`config.mk`:
```
export PLATFORM = sky130hd
export DESIGN_NAME = axis_frame_rr_arbiter
export DESIGN_NICKNAME = d
export VERILOG_FILES = /design/src/rtl/axis_pkg.sv /design/src/rtl/rr_priority_pick.sv /design/src/rtl/axis_frame_rr_arbiter.sv
export SDC_FILE = /design/constraint.sdc
export NUM_CORES = 1
export LEC_CHECK = 0
export CORE_MARGIN = 2
export CORE_UTILIZATION = 32
export CTS_BUF_LIST = sky130_fd_sc_hd__clkbuf_16
export DETAILED_ROUTE_END_ITERATION = 8
export MAX_ROUTING_LAYER = met4
export PLACE_DENSITY = 0.88
export SYNTH_ARGS = -nofsm -noshare
export SYNTH_HDL_FRONTEND = slang
export SYNTH_SLANG_ARGS = --single-unit
```
`constraint.sdc`:
```
create_clock -name axi_clk -period 5.4 [get_ports axi_clk]
set_input_delay 1.08 -clock axi_clk [delete_from_list [all_inputs] [get_ports axi_clk]]
set_output_delay 1.08 -clock axi_clk [all_outputs]
set_load 0.005 [all_outputs]
```
`src/rtl/axis_pkg.sv`:
```
// Shared definitions for the stream arbiter and the downstream frame engine:
// arbiter state encoding, frame depth and the clogb2 sizing helper.
package axis_pkg;

   typedef enum logic [1:0] {
      IDLE = 2'b00,
      PASS = 2'b01,
      DROP = 2'b10
   } arb_state_e;

   // Frame depth of the shared engine; the arbiter truncates to this length.
   localparam int FRAME_WORDS = 8;

   // Number of bits needed to represent value (0 -> 0, 1 -> 1, 7 -> 3, 8 -> 4).
   function automatic int clogb2(input int value);
      int result;
      result = 0;
      for (int i = 0; i < 31; i++) begin
         if ((value >> i) != 0) result = i + 1;
      end
      return result;
   endfunction

endpackage

```
`src/rtl/rr_priority_pick.sv`:
```
// Round-robin pick: first requester at or above last_grant+1, wrapping modulo
// NUM_SRC. Purely combinational.
module rr_priority_pick
   import axis_pkg::*;
#(
   parameter  int NUM_SRC  = 4,
   localparam int ID_WIDTH = clogb2(NUM_SRC - 1)
) (
   input  logic [NUM_SRC-1:0]  req,
   input  logic [ID_WIDTH-1:0] last_grant,
   output logic [ID_WIDTH-1:0] grant,
   output logic                any_req
);

   logic [ID_WIDTH-1:0] idx;

   // NOTE: every variable written here gets a default first, so no path can
   // leave it unassigned and infer a latch.
   always_comb begin
      grant   = '0;
      any_req = 1'b0;
      idx     = '0;
      for (int k = 1; k <= NUM_SRC; k++) begin
         idx = ID_WIDTH'((int'(last_grant) + k) % NUM_SRC);
         if (!any_req && req[idx]) begin
            any_req = 1'b1;
            grant   = idx;
         end
      end
   end

endmodule

```
`src/rtl/axis_frame_rr_arbiter.sv`:
```
// Frame-level round-robin arbiter: grants one AXI-Stream source per frame,
// passes its beats to the shared engine and truncates frames beyond MAX_WORDS.
module axis_frame_rr_arbiter
   import axis_pkg::*;
#(
   parameter  int NUM_SRC    = 4,
   parameter  int DATA_WIDTH = 32,
   parameter  int MAX_WORDS  = FRAME_WORDS,
   localparam int ID_WIDTH   = clogb2(NUM_SRC - 1)
) (
   input  logic                          axi_clk,
   input  logic                          axi_reset_n,
   input  logic [NUM_SRC-1:0]            s_axis_valid,
   input  logic [NUM_SRC*DATA_WIDTH-1:0] s_axis_data,
   input  logic [NUM_SRC-1:0]            s_axis_last,
   output logic [NUM_SRC-1:0]            s_axis_ready,
   output logic                          m_axis_valid,
   output logic [DATA_WIDTH-1:0]         m_axis_data,
   output logic                          m_axis_last,
   input  logic                          m_axis_ready,
   output logic [ID_WIDTH-1:0]           m_axis_id,
   output logic                          busy,
   output logic                          trunc_err
);

   localparam int CNT_WIDTH = clogb2(MAX_WORDS - 1) + 1;

   arb_state_e            state_q, state_d;
   logic [ID_WIDTH-1:0]   grant_q, grant_d;
   logic [ID_WIDTH-1:0]   last_grant_q, last_grant_d;
   logic [ID_WIDTH-1:0]   pick;
   logic                  any_req;
   logic [CNT_WIDTH-1:0]  count_q, count_d;
   logic                  trunc_q, trunc_d;
   logic [DATA_WIDTH-1:0] src_data [NUM_SRC];
   logic                  g_valid, g_last, at_max;

   for (genvar i = 0; i < NUM_SRC; i++) begin : g_unpack
      assign src_data[i] = s_axis_data[i*DATA_WIDTH +: DATA_WIDTH];
   end

   rr_priority_pick #(.NUM_SRC(NUM_SRC)) u_pick (
      .req        (s_axis_valid),
      .last_grant (last_grant_q),
      .grant      (pick),
      .any_req    (any_req)
   );

   assign g_valid = s_axis_valid[grant_q];
   assign g_last  = s_axis_last[grant_q];
   assign at_max  = (count_q == CNT_WIDTH'(MAX_WORDS - 1));

   // NOTE: state uses non-blocking assignments only, and reset is sampled on
   // the clock edge so it shares timing with the downstream engine.
   always_ff @(posedge axi_clk) begin
      if (!axi_reset_n) begin
         state_q      <= IDLE;
         grant_q      <= '0;
         last_grant_q <= ID_WIDTH'(NUM_SRC - 1);
         count_q      <= '0;
         trunc_q      <= 1'b0;
      end else begin
         state_q      <= state_d;
         grant_q      <= grant_d;
         last_grant_q <= last_grant_d;
         count_q      <= count_d;
         trunc_q      <= trunc_d;
      end
   end

   always_comb begin
      state_d      = state_q;
      grant_d      = grant_q;
      last_grant_d = last_grant_q;
      count_d      = count_q;
      trunc_d      = 1'b0;
      s_axis_ready = '0;
      m_axis_valid = 1'b0;
      m_axis_data  = '0;
      m_axis_last  = 1'b0;
      m_axis_id    = '0;
      case (state_q)
         IDLE: begin
            if (any_req) begin
               state_d      = PASS;
               grant_d      = pick;
               last_grant_d = pick;
               count_d      = '0;
            end
         end
         PASS: begin
            m_axis_valid          = g_valid;
            m_axis_data           = src_data[grant_q];
            m_axis_last           = g_last | at_max;
            m_axis_id             = grant_q;
            s_axis_ready[grant_q] = m_axis_ready;
            if (g_valid && m_axis_ready) begin
               count_d = count_q + 1'b1;
               if (g_last) begin
                  state_d = IDLE;
               end else if (at_max) begin
                  state_d = DROP;
                  trunc_d = 1'b1;
               end
            end
         end
         DROP: begin
            // Swallow the tail of an overlong frame up to the source's tlast.
            s_axis_ready[grant_q] = 1'b1;
            if (g_valid && g_last) state_d = IDLE;
         end
         default: state_d = IDLE;
      endcase
   end

   assign busy      = (state_q != IDLE);
   assign trunc_err = trunc_q;

endmodule

```
==> flow_summary.json, run 1 <==
{
  "syn_nets": 311,
  "die_width_um": 78.2,
  "dr.pass1.iters": 4,
  "timing.setup.critical_path_class": "register to primary output",
  "regArea_sq_um": 223,
  "skew_ps": 0.355,
  "clk_latency_ps": 240,
  "cts-htree-levels": 1,
  "leakage_nw": 1.31,
  "ctsLongestPathBuffers": 2,
  "number_of_pins_with_negative_max_slew_slack_in_the_final_report": 0,
  "drc_errors": 0,
  "synth_async_sr_flop_share": 0,
  "grt_antenna_before_repair": 0,
  "grt_util_all_layers": 0.256,
  "crit_path_end_kind": "primary output",
  "ir_drop_uv": 313,
  "drt.antenna.violating_nets": 0,
  "timing.critical_path.max_delay_family": "flip-flops",
  "cts_post_setup_buffers_inserted": 0,
  "cap_viol_max_count": 0,
  "crit_required_ps": 4320,
  "cell_accounting_for_the_most_synthesized_area": "sky130_fd_sc_hd__mux4_2",
  "reg2reg_slack_ps": 2780,
  "syn-cell-area_sq_mm": 0.00176,
  "ff2ff_path_depth": 5,
  "total_clock_buffers_created_by_cts": 3,
  "postSynthCellCount": 168,
  "placed_cells": 407,
  "port_buffers": 180,
  "synth_top_cells_by_area": "sky130_fd_sc_hd__mux4_2 43%, sky130_fd_sc_hd__dfxtp_1 13%, sky130_fd_sc_hd__and2_1 12%",
  "tightestPinTransition_ps": 951,
  "ys_seq_elements": 11,
  "critical_path_arrival_ps": 2720,
  "timing.hold.worst_endpoint": "count_q[3]",
  "synthToLayoutAreaGrowth_pct": 109,
  "drive_gt1_frac": 0.124,
  "multi_input_area_sq_mm": 0.00145,
  "hpwl_after_detailed_placement_um": 6310,
  "diodes": 0,
  "count_of_flip_flops_with_a_built_in_enable_after_synthesis": 0,
  "seq_area_frac_synth": 0.125,
  "outcome": "finished clean",
  "die_area_sq_mm": 0.00611,
  "worstPathMaxFanout": 25,
  "placeableCoreArea_sq_mm": 0.00541,
  "crit_chain": "buf_4 > mux4_2 > and2_1 > clkdlybuf4s50_1",
  "grt_max_degree": 43,
  "setup_total_negative_slack_ps": 0,
  "worstReg2RegEnd": "state_q[1]",
  "clkSinkCount": 11,
  "setup_violations_final": 0,
  "netlist-cell-type-count": 35,
  "finalHoldViolations": 0,
  "routed_vias": 2126,
  "timing.critical_path.slowest_stage_cell": "sky130_fd_sc_hd__dfxtp_2",
  "avg_vias_per_cell": 5.17,
  "per_instance_average_area_after_synthesis_sq_um": 10.5,
  "fill_cells": 439,
  "path_clk_slew_ps": 40,
  "first_pass_grt_wire_length_um": 11800,
  "max-slew-margin-rel": 0.366,
  "tritoncts_clock_tree": "yes",
  "period_minus_slack_ps": 3800,
  "route.detailed.wl_per_inst_um": 18.4,
  "number_of_global_route_vias_before_repair": 2244,
  "routed_wirelength_um": 7570,
  "die_h_um": 78.2,
  "cts.root.buffer_cell": "sky130_fd_sc_hd__clkbuf_16",
  "initial_core_util": 0.326,
  "cts.repair.resized": 0,
  "period_share": 0.704,
  "timing.fmax_mhz": 263,
  "grt_setup_unrepaired": "false",
  "rows": 27,
  "synth_flop_cell": "sky130_fd_sc_hd__dfxtp_1",
  "design.final.nets": 483,
  "worst_hold_path.num_cells": 2,
  "r2r-start": "grant_q[0]",
  "grt.overflow.total": 0,
  "boundaryPins": 181,
  "power_density_mw_per_mm2": 277,
  "routability_driven_placement_congestion_ratio": 0.807,
  "holdCritPathClass": "register to register",
  "maximum_cell_stage_delay_along_the_critical_path_ps": 880,
  "yosys.area.top_type_share": 0.435,
  "cts_hold_repair.buffers": 0,
  "critical_path.startpoint_type": "register",
  "initialDrtViolationCount": 78,
  "synth_warnings": 0,
  "cp.buffers_inverters": 2,
  "worst_hold_startpoint": "count_q[3]",
  "layoutNonFillerInstCount": 411,
  "fin_worst_hold_slack_ps": 478
}
worst register-to-register path: cells and delay by family, from the launching register on:
family | cells | cell delay (ps)
AO/OA/AOI/OAI | 1 | 350
buffers and inverters | 1 | 430
AND/OR/NAND/NOR | 2 | 680
flip-flops | 1 | 880
multiplexers | 1 | 170
Yosys cell counts (3+ instances only):
| cell | count |
|---|---|
| sky130_fd_sc_hd__ha_1 | 4 |
| sky130_fd_sc_hd__nand2_1 | 8 |
| sky130_fd_sc_hd__o21ai_0 | 5 |
| sky130_fd_sc_hd__mux4_2 | 34 |
| sky130_fd_sc_hd__or4_1 | 4 |
| sky130_fd_sc_hd__buf_2 | 4 |
| sky130_fd_sc_hd__nor2_1 | 4 |
| sky130_fd_sc_hd__a21oi_1 | 6 |
| sky130_fd_sc_hd__mux2i_1 | 4 |
| sky130_fd_sc_hd__nor2b_1 | 3 |
| sky130_fd_sc_hd__and2_1 | 35 |
| sky130_fd_sc_hd__inv_1 | 7 |
| sky130_fd_sc_hd__dfxtp_1 | 11 |
| sky130_fd_sc_hd__clkbuf_1 | 8 |
cell usage in the layout (no fill, tap or decap), types with 2 or more instances in the layout:
cell type and n:
sky130_fd_sc_hd__a21boi_0 2, sky130_fd_sc_hd__a21boi_1 2, sky130_fd_sc_hd__a21oi_1 6, sky130_fd_sc_hd__and2_1 35, sky130_fd_sc_hd__and3_1 2, sky130_fd_sc_hd__buf_4 2, sky130_fd_sc_hd__clkbuf_16 3, sky130_fd_sc_hd__clkdlybuf4s50_1 180
sky130_fd_sc_hd__dfxtp_1 9, sky130_fd_sc_hd__dfxtp_2 2, sky130_fd_sc_hd__ha_1 4, sky130_fd_sc_hd__inv_1 8, sky130_fd_sc_hd__mux2i_1 4, sky130_fd_sc_hd__mux4_2 34, sky130_fd_sc_hd__nand2_1 8, sky130_fd_sc_hd__nand2b_1 2
sky130_fd_sc_hd__nand3_1 2, sky130_fd_sc_hd__nor2_1 4, sky130_fd_sc_hd__nor2b_1 3, sky130_fd_sc_hd__o211ai_1 2, sky130_fd_sc_hd__o21ai_0 5, sky130_fd_sc_hd__o221ai_1 2, sky130_fd_sc_hd__o22ai_1 2, sky130_fd_sc_hd__o31ai_1 2
sky130_fd_sc_hd__or4_1 4
final cells by class:
class / count / area share
repair buffers: 182 / 0.494
multi-input cells: 135 / 0.393
flip-flops and latches: 11 / 0.0605
well taps: 72 / 0.0245
clock buffers: 3 / 0.0204
inverters: 7 / 0.00714
clock inverters: 1 / 0.00102
routing by layer:
layer / up-vias / GRT usage / routed length, um
li1: 997 / - / -
met1: 1009 / 0.279 / 2770
met2: 101 / 0.464 / 4050
met3: 19 / 0.0609 / 539
met4: 0 / 0.0789 / 217
met5: - / - / 0
how the worst max path moves through the flow:
stage,start,endpoint,depth (start not counted)
6_report,grant_q[0],m_axis_data[5],4
5_1_grt,grant_q[0],m_axis_data[0],4
4_1_cts,grant_q[0],m_axis_data[5],4
3_5_place_dp,s_axis_valid[3],m_axis_valid,4
3_3_place_gp,s_axis_valid[3],m_axis_valid,4
2_1_floorplan,s_axis_last[3],m_axis_last,2
sequential cells by signal (all words and copies together) (netlist names):
name / count
trunc_err: 1
state_q: 2
last_grant_q: 2
grant_q: 2
count_q: 4
kinds of logic after synthesis:
| logic type | after synthesis | share of synthesized area |
|---|---|---|
| flip-flops | 11 | 0.125 |
| AND/OR/NAND/NOR | 66 | 0.227 |
| AO/OA/AOI/OAI | 27 | 0.109 |
| adder cells (fa/ha/maj) | 4 | 0.0284 |
| buffers and inverters | 22 | 0.0540 |
| multiplexers | 38 | 0.457 |
report_power, final:
group,switching (mW),leakage [nW],internal (mW),total (mW)
registers,0.0825,0.0907,0.0997,0.182
logic,0.220,1.18,0.484,0.704
clock network,0.0360,0.0423,0.0971,0.133
per-stage QoR:
step,area (sq um),util,setup slack (ps),total power [mW]
after CTS,3680,0.681,1540,1.03
after floorplan,1760,-,2580,0.557
final,3680,0.681,1600,1.02
after detailed placement,3600,0.666,1630,0.894
after global placement,3600,0.666,1650,0.879
after global routing,3680,0.681,1370,1.10
(Power assumes the default switching activity.)
==> run 2, diff against run 1 <==
--- a/config.mk
+++ b/config.mk
@@ -6,11 +6,11 @@
 export NUM_CORES = 1
 export LEC_CHECK = 0
 export CORE_MARGIN = 2
-export CORE_UTILIZATION = 32
+export CORE_UTILIZATION = 30
 export CTS_BUF_LIST = sky130_fd_sc_hd__clkbuf_16
 export DETAILED_ROUTE_END_ITERATION = 8
 export MAX_ROUTING_LAYER = met4
-export PLACE_DENSITY = 0.88
+export PLACE_DENSITY = 0.83
 export SYNTH_ARGS = -nofsm -noshare
 export SYNTH_HDL_FRONTEND = slang
 export SYNTH_SLANG_ARGS = --single-unit
==> constraint.sdc (replaced) <==
create_clock -name axi_clk -period 3.75 [get_ports axi_clk]
set_input_delay 0.75 -clock axi_clk [delete_from_list [all_inputs] [get_ports axi_clk]]
set_output_delay 0.75 -clock axi_clk [all_outputs]
set_load 0.005 [all_outputs]
==> flow_summary.json, run 2 (same netlist as run 1, synthesis figures left out) <==
{
  "drt.antenna.violating_nets": 0,
  "critical_path_arrival_ps": 2390,
  "number_of_pins_with_negative_max_slew_slack_in_the_final_report": 0,
  "diodes": 0,
  "grt.overflow.total": 0,
  "synthToLayoutAreaGrowth_pct": 110,
  "cts_hold_repair.buffers": 0,
  "fill_cells": 441,
  "placeableCoreArea_sq_mm": 0.00557,
  "setup_violations_final": 0,
  "placed_cells": 408,
  "clk_latency_ps": 240,
  "cts-htree-levels": 1,
  "ir_drop_uv": 415,
  "tritoncts_clock_tree": "yes",
  "initialDrtViolationCount": 64,
  "drive_gt1_frac": 0.126,
  "first_pass_grt_wire_length_um": 11500,
  "tightestPinTransition_ps": 604,
  "path_clk_slew_ps": 40,
  "holdCritPathClass": "register to register",
  "clkSinkCount": 11,
  "die_width_um": 80.6,
  "fin_worst_hold_slack_ps": 488,
  "final_cell_mix": "180 x sky130_fd_sc_hd__clkdlybuf4s50_1, 35 x sky130_fd_sc_hd__and2_1, 34 x sky130_fd_sc_hd__mux4_2",
  "die_area_sq_mm": 0.00650,
  "hpwl_after_detailed_placement_um": 6490,
  "port_buffers": 180,
  "initial_core_util": 0.316,
  "grt_setup_unrepaired": "false",
  "cts_post_setup_buffers_inserted": 0,
  "skew_ps": 4.18,
  "maximum_cell_stage_delay_along_the_critical_path_ps": 530,
  "cts.repair.resized": 0,
  "critical_path.startpoint_type": "primary input",
  "timing.critical_path.slowest_stage_cell": "sky130_fd_sc_hd__mux4_2",
  "period_minus_slack_ps": 3140,
  "max-slew-margin-rel": 0.597,
  "grt_antenna_before_repair": 0,
  "avg_vias_per_cell": 5.23,
  "crit_chain": "clkdlybuf4s50_1 > mux4_2 > and2_1 > clkdlybuf4s50_1",
  "routed_vias": 2154,
  "dr.pass1.iters": 4,
  "grt_max_degree": 31,
  "outcome": "finished clean",
  "setup_total_negative_slack_ps": 0,
  "die_h_um": 80.6,
  "timing.fmax_mhz": 318,
  "route.detailed.wl_per_inst_um": 18.7,
  "rows": 27,
  "cap_viol_max_count": 0,
  "routed_wirelength_um": 7720,
  "crit_required_ps": 3000,
  "total_clock_buffers_created_by_cts": 3,
  "critical_path.most_common_cell": "sky130_fd_sc_hd__clkdlybuf4s50_1",
  "leakage_nw": 1.32,
  "ctsLongestPathBuffers": 2,
  "design.final.nets": 484,
  "largest_register_ffs": 4,
  "finalHoldViolations": 0,
  "layoutNonFillerInstCount": 412,
  "power_density_mw_per_mm2": 404,
  "worstPathMaxFanout": 6,
  "number_of_global_route_vias_before_repair": 2158,
  "routability_driven_placement_congestion_ratio": 0.841,
  "layout_commonest_cell": "sky130_fd_sc_hd__clkdlybuf4s50_1",
  "period_share": 0.838,
  "drc_errors": 0,
  "grt_util_all_layers": 0.239,
  "timing.setup.critical_path_class": "primary input to primary output",
  "cts.root.buffer_cell": "sky130_fd_sc_hd__clkbuf_16",
  "crit_path_end_kind": "primary output",
  "boundaryPins": 181,
  "largest-register": "count_q"
}
## run 2: layer usage
layer,share of wire,wire length (um),GRT usage
met1,0.37,2840,0.253
met4,0.028,214,0.0746
met5,0,0,-
met3,0.092,711,0.0730
met2,0.51,3960,0.427
## run 2: critical path: cells and delay by family
kind          cells  cell delay, ps
simple gates      1             180
mux               1             530
buf+inv           2             920
## run 2: report_power, final
part           internal (mW)  total, mW  switching (mW)
Combinational          0.711       1.08           0.374
Sequential             0.144      0.221          0.0775
Clock                  0.140      0.191          0.0509
Total                  0.994       1.50           0.503
## run 2: final cells by class
type | count | area (sq um) | area share
Clock buffer | 3 | 75.1 | 0.0203
Clock inverter | 1 | 3.75 | 0.00101
Inverter | 7 | 26.3 | 0.00710
Multi-Input combinational cell | 135 | 1450 | 0.391
Sequential cell | 11 | 223 | 0.0602
Tap cell | 72 | 90.1 | 0.0243
Timing Repair Buffer | 183 | 1840 | 0.496
## run 2: worst paths after layout
kind / from / end / slack [ps] / depth (start not counted)
max: s_axis_valid[3] / m_axis_valid / 610 / 4
min: count_q[3] / count_q[3] / 490 / 2
max reg2reg: grant_q[0] / state_q[1] / 1490 / 5
min reg2reg: count_q[3] / count_q[3] / 490 / 2
## run 2: per-stage QoR
| stage | utilization | power (mW) | setup WS [ps] | instance area [sq um] |
|---|---|---|---|---|
| floorplan | - | 0.801 | 1380 | 1760 |
| global placement | 0.650 | 1.30 | 660 | 3620 |
| detailed placement | 0.650 | 1.32 | 614 | 3620 |
| CTS | 0.664 | 1.51 | 606 | 3700 |
| global route | 0.664 | 1.60 | 477 | 3700 |
| finish | 0.664 | 1.50 | 609 | 3700 |
==> run 3, diff against run 2 <==
==> constraint.sdc (replaced) <==
create_clock -name axi_clk -period 3.3 [get_ports axi_clk]
set_input_delay 0.66 -clock axi_clk [delete_from_list [all_inputs] [get_ports axi_clk]]
set_output_delay 0.66 -clock axi_clk [all_outputs]
set_load 0.005 [all_outputs]
==> flow_summary.json, run 3 (same netlist as run 1, synthesis figures left out) <==
{
  "finalHoldViolations": 0,
  "leakage_nw": 1.33,
  "placeableCoreArea_sq_mm": 0.00557,
  "timing.setup.critical_path_class": "primary input to primary output",
  "number_of_pins_with_negative_max_slew_slack_in_the_final_report": 0,
  "boundaryPins": 181,
  "timing.critical_path.from": "s_axis_valid[0]",
  "timing.critical_path.max_delay_family": "buffers and inverters",
  "ir_drop_uv": 475,
  "dr.pass1.iters": 4,
  "worstPathMaxFanout": 6,
  "critical_path.most_common_cell": "sky130_fd_sc_hd__clkdlybuf4s50_1",
  "setup_total_negative_slack_ps": 0,
  "ff2ff_path_depth": 4,
  "layout_commonest_cell": "sky130_fd_sc_hd__clkdlybuf4s50_1",
  "crit_path_end_kind": "primary output",
  "path_clk_slew_ps": 40,
  "timing.fmax_mhz": 338,
  "maximum_cell_stage_delay_along_the_critical_path_ps": 510,
  "cap_viol_max_count": 0,
  "grt_antenna_before_repair": 0,
  "initialDrtViolationCount": 49,
  "route.detailed.wl_per_inst_um": 18.3,
  "rows": 27,
  "fin_worst_hold_slack_ps": 474,
  "cts.root.buffer_cell": "sky130_fd_sc_hd__clkbuf_16",
  "worstReg2RegEnd": "state_q[1]",
  "clk_latency_ps": 240,
  "worstSetupEndpoint": "m_axis_valid",
  "max-slew-margin-rel": 0.550,
  "critical_path.startpoint_type": "primary input",
  "critical_path_cell_count": 4,
  "setup_violations_final": 0,
  "cts_post_setup_buffers_inserted": 0,
  "initial_core_util": 0.316,
  "cts_hold_repair.buffers": 0,
  "first_pass_grt_wire_length_um": 11400,
  "drive_gt1_frac": 0.129,
  "power_density_mw_per_mm2": 458,
  "cts.repair.resized": 0,
  "largest-register": "count_q",
  "port_buffers": 180,
  "grt_max_degree": 37,
  "diodes": 0,
  "cts-htree-levels": 1,
  "period_minus_slack_ps": 2950,
  "outcome": "finished clean",
  "holdCritPathClass": "register to register",
  "routed_vias": 2190,
  "die_h_um": 80.6,
  "period_share": 0.895,
  "clkSinkCount": 11,
  "crit_required_ps": 2640,
  "number_of_global_route_vias_before_repair": 2215,
  "grt.overflow.total": 0,
  "total_clock_buffers_created_by_cts": 3,
  "hpwl_after_detailed_placement_um": 6330,
  "grt_setup_unrepaired": "false",
  "grt_util_all_layers": 0.238,
  "routability_driven_placement_congestion_ratio": 0.849,
  "crit_chain": "clkdlybuf4s50_1 > mux4_2 > and2_1 > clkdlybuf4s50_1",
  "die_width_um": 80.6,
  "tritoncts_clock_tree": "yes",
  "drc_errors": 0,
  "final_cell_mix": "180 x sky130_fd_sc_hd__clkdlybuf4s50_1, 35 x sky130_fd_sc_hd__and2_1, 34 x sky130_fd_sc_hd__mux4_2",
  "design.final.nets": 485,
  "fill_cells": 457,
  "timing.critical_path.slowest_stage_cell": "sky130_fd_sc_hd__mux4_2",
  "drt.antenna.violating_nets": 0,
  "critical_path_arrival_ps": 2290,
  "skew_ps": 2.89,
  "routed_wirelength_um": 7540,
  "reg2reg_slack_ps": 1230,
  "avg_vias_per_cell": 5.30,
  "synthToLayoutAreaGrowth_pct": 111,
  "tightestPinTransition_ps": 674,
  "cp.buffers_inverters": 2,
  "die_area_sq_mm": 0.00650,
  "ctsLongestPathBuffers": 2,
  "r2r-start": "grant_q[1]",
  "largest_register_ffs": 4
}
[run 3: cell count changes in the layout (fill, tap and decap cells not counted), sizes merged]
cell  previous run  this run
buf              3         4
[run 3: where the power goes]
group / internal [mW] / leakage [nW] / total (mW) / switching (mW)
combinational: 0.813 / 1.19 / 1.24 / 0.431
sequential: 0.163 / 0.0907 / 0.236 / 0.0722
clock: 0.159 / 0.0423 / 0.218 / 0.0586
[run 3: area by class of cell]
cell class / instances / area [sq um] / area share
repair buffers: 184 / 1840 / 0.497
multi-input cells: 135 / 1450 / 0.390
flip-flops and latches: 11 / 223 / 0.0601
well taps: 72 / 90.1 / 0.0243
clock buffers: 3 / 75.1 / 0.0202
inverters: 7 / 26.3 / 0.00709
clock inverters: 1 / 3.75 / 0.00101
[run 3: routing by layer]
metal | wire [um] | up-vias | GRT usage | share of wire
met5 | 0 | - | - | 0
met4 | 293 | 0 | 0.103 | 0.039
met3 | 596 | 22 | 0.0539 | 0.079
met2 | 3760 | 101 | 0.409 | 0.50
met1 | 2890 | 1061 | 0.263 | 0.38
li1 | - | 1006 | - | -
[run 3: stage by stage]
stage | cell area (sq um) | setup slack [ps] | utilization | instances | power [mW]
2_1_floorplan | 1760 | 1020 | - | 168 | 0.911
3_3_place_gp | 3630 | 392 | 0.651 | 409 | 1.48
3_5_place_dp | 3630 | 366 | 0.651 | 409 | 1.49
4_1_cts | 3710 | 332 | 0.665 | 413 | 1.72
5_1_grt | 3710 | 276 | 0.665 | 413 | 1.82
6_report | 3710 | 346 | 0.665 | 413 | 1.70
[run 3: worst min-delay path by stage]
stage | start | end | slack, ps | cells after the start
after global routing | count_q[3] | count_q[3] | 520 | 2
after floorplan | count_q[3] | count_q[3] | 450 | 2
after CTS | count_q[3] | count_q[3] | 480 | 2
final | count_q[3] | count_q[3] | 470 | 2
after global placement | count_q[3] | count_q[3] | 460 | 2
after detailed placement | count_q[3] | count_q[3] | 480 | 2
[run 3: worst min-delay path, stage by stage (launching register included)]
cell	delay [ps]
sky130_fd_sc_hd__dfxtp_1	310
sky130_fd_sc_hd__o31ai_1	60
sky130_fd_sc_hd__a21oi_1	50
